File: src/rtl/seg_bcd_counter_disp.sv
`default_nettype none
// +----------------------------------------------------------------------------+
// | seg_bcd_counter_disp : N-digit BCD up/down counter with a multiplexed      |
// | active-low 7-segment driver. Define SEG_LZB_EN for leading-zero blanking.  |
// | Revision: 1.0                                                              |
// +----------------------------------------------------------------------------+
module seg_bcd_counter_disp #(
    parameter int CLK_FREQ = 50_000_000,
    parameter int TICK_HZ  = 1000,
    parameter int DIGITS   = 6,
    parameter int SCAN_DIV = 50_000
) (
    input  logic                  clk,
    input  logic                  rst_n,
    input  logic                  run,
    input  logic                  up_dn,
    input  logic                  clr,
    input  logic                  load,
    input  logic [4*DIGITS-1:0]   load_val,
    output logic [4*DIGITS-1:0]   count_bcd,
    output logic                  wrap,
    output logic [DIGITS-1:0]     seg_sel,
    output logic [7:0]            seg_data
);

    localparam int TICK_DIV = CLK_FREQ / TICK_HZ;
    localparam int TDIV_W   = $clog2(TICK_DIV);
    localparam int SDIV_W   = $clog2(SCAN_DIV);
    localparam int IDX_W    = (DIGITS > 1) ? $clog2(DIGITS) : 1;

    localparam logic [TDIV_W-1:0] TICK_LAST = TDIV_W'(TICK_DIV - 1);
    localparam logic [SDIV_W-1:0] SCAN_LAST = SDIV_W'(SCAN_DIV - 1);
    localparam logic [IDX_W-1:0]  IDX_LAST  = IDX_W'(DIGITS - 1);

    logic [TDIV_W-1:0]   tick_div_q;
    logic [SDIV_W-1:0]   scan_div_q;
    logic [IDX_W-1:0]    idx_q;
    logic [4*DIGITS-1:0] count_q, count_d;
    logic                wrap_q, wrap_d;
    logic [DIGITS-1:0]   seg_sel_q;
    logic [7:0]          seg_data_q;

    logic                tick;
    logic                scan_step;
    logic [4*DIGITS-1:0] up_val, dn_val, load_sat;
    logic                up_carry, dn_borrow;
    logic [DIGITS-1:0]   digit_blank;
    logic [3:0]          cur_digit;
    logic                cur_blank;

    assign tick      = (tick_div_q == TICK_LAST);
    assign scan_step = (scan_div_q == SCAN_LAST);

    function automatic logic [7:0] seg_decode(input logic [3:0] v);
        case (v)
            4'd0:    seg_decode = 8'hC0;
            4'd1:    seg_decode = 8'hF9;
            4'd2:    seg_decode = 8'hA4;
            4'd3:    seg_decode = 8'hB0;
            4'd4:    seg_decode = 8'h99;
            4'd5:    seg_decode = 8'h92;
            4'd6:    seg_decode = 8'h82;
            4'd7:    seg_decode = 8'hF8;
            4'd8:    seg_decode = 8'h80;
            4'd9:    seg_decode = 8'h90;
            default: seg_decode = 8'hFF;
        endcase
    endfunction

    // Ripple carry/borrow across digits; the final carry/borrow is the wrap.
    always_comb begin
        up_val    = count_q;
        dn_val    = count_q;
        load_sat  = load_val;
        up_carry  = 1'b1;
        dn_borrow = 1'b1;
        for (int i = 0; i < DIGITS; i++) begin
            if (up_carry) begin
                if (count_q[4*i +: 4] == 4'd9) begin
                    up_val[4*i +: 4] = 4'd0;
                end else begin
                    up_val[4*i +: 4] = count_q[4*i +: 4] + 4'd1;
                    up_carry         = 1'b0;
                end
            end
            if (dn_borrow) begin
                if (count_q[4*i +: 4] == 4'd0) begin
                    dn_val[4*i +: 4] = 4'd9;
                end else begin
                    dn_val[4*i +: 4] = count_q[4*i +: 4] - 4'd1;
                    dn_borrow        = 1'b0;
                end
            end
            if (load_val[4*i +: 4] > 4'd9) begin
                load_sat[4*i +: 4] = 4'd9;
            end
        end
    end

    always_comb begin
        count_d = count_q;
        wrap_d  = 1'b0;
        if (clr) begin
            count_d = '0;
        end else if (load) begin
            count_d = load_sat;
        end else if (tick && run) begin
            if (up_dn) begin
                count_d = up_val;
                wrap_d  = up_carry;
            end else begin
                count_d = dn_val;
                wrap_d  = dn_borrow;
            end
        end
    end

`ifdef SEG_LZB_EN
    for (genvar k = 0; k < DIGITS; k++) begin : g_lzb
        if (k == 0) begin : g_lsd
            assign digit_blank[k] = 1'b0;
        end else begin : g_upper
            assign digit_blank[k] = (count_q[4*DIGITS-1:4*k] == '0);
        end
    end
`else
    assign digit_blank = '0;
`endif

    // Scan index 0 drives the most significant digit.
    always_comb begin
        cur_digit = '0;
        cur_blank = 1'b0;
        for (int i = 0; i < DIGITS; i++) begin
            if (idx_q == IDX_W'(i)) begin
                cur_digit = count_q[4*(DIGITS-1-i) +: 4];
                cur_blank = digit_blank[DIGITS-1-i];
            end
        end
    end

    always_ff @(posedge clk or negedge rst_n) begin
        if (!rst_n) begin
            tick_div_q <= '0;
            scan_div_q <= '0;
            idx_q      <= '0;
            count_q    <= '0;
            wrap_q     <= 1'b0;
            seg_sel_q  <= '1;
            seg_data_q <= 8'hFF;
        end else begin
            tick_div_q <= tick ? '0 : tick_div_q + TDIV_W'(1);
            count_q    <= count_d;
            wrap_q     <= wrap_d;
            if (scan_step) begin
                scan_div_q <= '0;
                idx_q      <= (idx_q == IDX_LAST) ? '0 : idx_q + IDX_W'(1);
                seg_sel_q  <= ~(DIGITS'(1) << idx_q);
                seg_data_q <= cur_blank ? 8'hFF : seg_decode(cur_digit);
            end else begin
                scan_div_q <= scan_div_q + SDIV_W'(1);
            end
        end
    end

    assign count_bcd = count_q;
    assign wrap      = wrap_q;
    assign seg_sel   = seg_sel_q;
    assign seg_data  = seg_data_q;

endmodule
`default_nettype wire
File: config.mk
export PLATFORM = sky130hd
export DESIGN_NAME = seg_bcd_counter_disp
export DESIGN_NICKNAME = d
export VERILOG_FILES = /design/src/rtl/seg_bcd_counter_disp.sv
export SDC_FILE = /design/constraint.sdc
export NUM_CORES = 1
export LEC_CHECK = 0
export BUFFER_PORTS_ARGS = -buffer_cell sky130_fd_sc_hd__buf_2
export CORE_AREA = 5 5 121 123
export CTS_BUF_LIST = sky130_fd_sc_hd__clkbuf_2 sky130_fd_sc_hd__clkbuf_4 sky130_fd_sc_hd__clkbuf_8
export CTS_CLUSTER_SIZE = 24
export DETAILED_ROUTE_END_ITERATION = 12
export DIE_AREA = 0 0 126 128
export SYNTH_ARGS = -nofsm -noshare
export SYNTH_HDL_FRONTEND = slang
export SYNTH_SLANG_ARGS = --single-unit
File: constraint.sdc
create_clock -name clk -period 8.25 [get_ports clk]
set_clock_uncertainty 0.15 [all_clocks]
set_input_delay 0.825 -clock clk [delete_from_list [all_inputs] [get_ports clk]]
set_output_delay 0.825 -clock clk [all_outputs]
set_load 0.05 [all_outputs]
==> results.md <==
- Outcome: finished, final reports clean
- Post-CTS setup buffer count: 0
- 1st-pass router iterations: 5
- Most used flip-flop cell after synthesis: dfrtp_1
- Top Family by Delay on Critical Path: compound AO/OA/AOI/OAI gates
- Critical Path Most Common Cell: ha_1
- CP Capture Type: register
- Nets: 687
- Routed vias: 4745
- Final Max Slew Viols: 0
- Synth Area in Adders: 5.24%
- Post-synth EDFFs: 0
- Core footprint: 13600 um^2
- Delay of the slowest critical-path stage: 0.74 ns
- Synth cell types: 78
- Ys Warns: 0
- Top-Level Pins: 69
- Worst Hold Class: reg2reg
- Number of fill cells: 1354
- Leak pwr: 2.57 nW
- Worst-path fanout max: 19
- Largest net degree at the start of global routing: 74
- Synth top area cells: dfrtp_1 29%, dfstp_2 6.5%, ha_1 5.2%
- CP arrival: 3.52 ns
- DR vias/cell: 5.79
- Post-Syn Nets: 639
- Remaining global-route overflow: 0
- Pwr Density: 162 nW/um^2
- First-pass GRT wire length: 22.8 mm
- Startpoint Class: register
- Final Util: 43.8%
- FFs w/ async S/R, synth: 100%
- Multi-input logic area: 3170 um^2
- Register area share after synthesis: 35.1%
- Final Wtd Congestion: 0.902
- Layout cells sized above 1: 21.4%
- Worst Max-Slew Pin Slew: 1.04 ns
- RSZ-0062 raised after global routing: false
- Clk sinks: 73
- DP HPWL: 9.69 mm
- Die Wd: 126 um
- Reg-to-reg slack, setup: 4.89 ns
- Post-cts gate resize count: 0
- Max VDD drop: 0.0886 mV
- Storage cell area: 1840 um^2
- Clk slew on worst S/H paths: 0.08 ns
- Cell taking the most area after synthesis: dfrtp_1
- GRT Total Usage: 17.0%
- Cell Area, Synth: 5260 um^2
- DRT antenna net count: 0
- Number of core rows: 43
- Post-synthesis xor/xnor area fraction: 5.33%
- Final setup violating endpoints: 0
- Die ar.: 16100 um^2
- Gate Count Post-Synth: 587
- Max-Cap Viols: 0
- Hold Buf Count CTS: 0
- Syn avg cell area: 8.96 um^2
- Critical Path Slowest Stage Cell: dfrtp_1
- Fin crit share: 40.7%
- Combinational family with the most area after synthesis: simple AND/OR/NAND/NOR gates
- Simple-gate share of the synthesized area: 23.4%
- Drt total wl: 13.6 mm
- Layout area overhead: 12.9%
- Maximum clock path buffer count: 2
- Mux contribution to synthesized area: 5.76%
- CTS tree: yes
- Critical path type: reg2reg
- Relative slew margins: 29.8%
- H-tree depth: 3
- Port Buffers: 67
- Crit-path cells: and2_1 > ha_1 > or2_2 > a221oi_1 > a311oi_1 > inv_1 > ha_1 > a21o_1 > a22o_1
- Setup TNS: 0 ns
- Diode count: 0
- Initial antenna violation count: 0
- Upper clock frequency limit: 0.298 GHz
- Shortest period the worst path allows: 3.36 ns
- Worst endpoint required time: 8.41 ns
- Num CTS Buffers: 9
- CP bufs+invs: 1
- Final Hold Viols: 0
- Height of the die: 128 um
- DR WL/cell: 16.6 um
- DRC violations left: 0
- Root Driver: clkbuf_8
- Vias in the first global route: 4504
- Area share of the largest cell type after synthesis: 28.6%
- Register bit total from synthesis: 73
- Initial Util: 38.8%
- Clock Latency Late Sink: 0.37 ns
- Iteration-0 DRC count of the detailed router: 266
- Synth Area in Compound Gates: 20.4%
==> synth_stat cells (all sizes together), types with 5 or more instances <==
cell / instances
dfrtp: 60
a21oi: 31
or4: 8
inv: 28
nor2: 52
nand2b: 6
nor4: 11
or2: 7
nor3: 8
mux2i: 16
mux2: 12
a311o: 5
nor2b: 7
o21ai: 29
a31oi: 19
dfstp: 13
clkbuf: 24
o21bai: 6
a211oi: 6
nand3b: 14
a221oi: 7
nand4: 7
nand2: 44
xnor2: 15
nand3: 22
xor2: 17
o211ai: 5
buf: 8
and3: 10
ha: 22
o31ai: 6
==> metal layers <==
metal  up-vias  part of all wire, %  global-route usage [%]
met1      2324                   47                    23.1
met3        22                  5.2                    3.75
li1       2256                    -                       -
met2       143                   46                    27.1
met5         -                    0                       0
met4         0                  1.9                    5.62
==> area by class of cell <==
cell class | instances | area share [%]
Sequential cell | 73 | 31.0
Clock buffer | 11 | 2.44
Inverter | 28 | 1.77
Tap cell | 180 | 3.79
Multi-Input combinational cell | 454 | 53.3
Clock inverter | 5 | 1.73
Timing Repair Buffer | 69 | 5.90
==> power by group <==
part,internal [mW],switching [mW],leakage [nW]
clock network,0.212,0.138,0.125
registers,0.368,0.0310,0.924
logic,0.0768,0.136,1.52
==> registers in the layout, indices dropped and copies added (netlist names) <==
register and flops:
seg_sel 6, seg_data 7, idx_q 3, scan_div_q 16
count_bcd 24, tick_div_q 16, wrap 1
==> cells by family after synthesis <==
group / Yosys count
AOI/OAI and AO/OA: 149
xor gates and xnor gates: 32
adders and majority gates: 22
buffers and inverters: 60
DFF: 73
muxes: 28
other: 1
and+or+nand+nor: 222
==> layout by cell type (no fill, tap or decap), types with 5 or more instances in the layout <==
cell type	synthesis	layout
nand3_1	22	22
nor4_1	9	9
buf_2	4	67
or2_2	7	7
o211ai_1	5	5
a211oi_1	6	6
ha_1	22	22
nor2b_1	7	7
xnor2_1	15	15
nand3b_1	14	14
nand2b_1	6	6
and3_1	10	10
dfrtp_1	60	60
nor2_1	52	52
a221oi_1	5	5
inv_1	28	28
a31oi_1	19	19
o21bai_1	6	6
nand4_1	7	7
mux2_2	10	10
or4_1	5	5
clkbuf_8	0	10
nand2_1	44	44
a311o_1	5	5
dfstp_2	13	13
mux2i_1	16	16
o31ai_1	6	6
a21oi_1	30	30
o21ai_0	27	27
xor2_1	17	17
nor3_1	8	8
==> worst paths after layout <==
kind | startpoint | end | depth (start not counted)
max | idx_q[0]$_DFFE_PN0N_ | seg_data[1]$_DFFE_PN1N_ | 9
min | tick_div_q[0]$_DFF_PN0_ | tick_div_q[0]$_DFF_PN0_ | 1
max reg2reg | idx_q[0]$_DFFE_PN0N_ | seg_data[1]$_DFFE_PN1N_ | 9
min reg2reg | tick_div_q[0]$_DFF_PN0_ | tick_div_q[0]$_DFF_PN0_ | 1
max in group asynchronous | rst_n | count_bcd[4]$_DFFE_PN0P_ | 2
min in group asynchronous | rst_n | wrap$_DFF_PN0_ | 2
==> metrics by stage <==
stage	setup WS [ns]	cell area, um^2	hold WS, ns	total power [mW]	cells
6_report	4.89	5940	0.315	0.962	820
5_1_grt	4.66	5940	0.321	1.01	820
4_1_cts	4.97	5940	0.318	0.970	820
3_5_place_dp	4.83	5690	0.306	0.617	804
3_3_place_gp	4.91	5690	0.292	0.614	804
2_1_floorplan	5.32	5260	0.275	0.556	587
(Power assumes the default switching activity.)
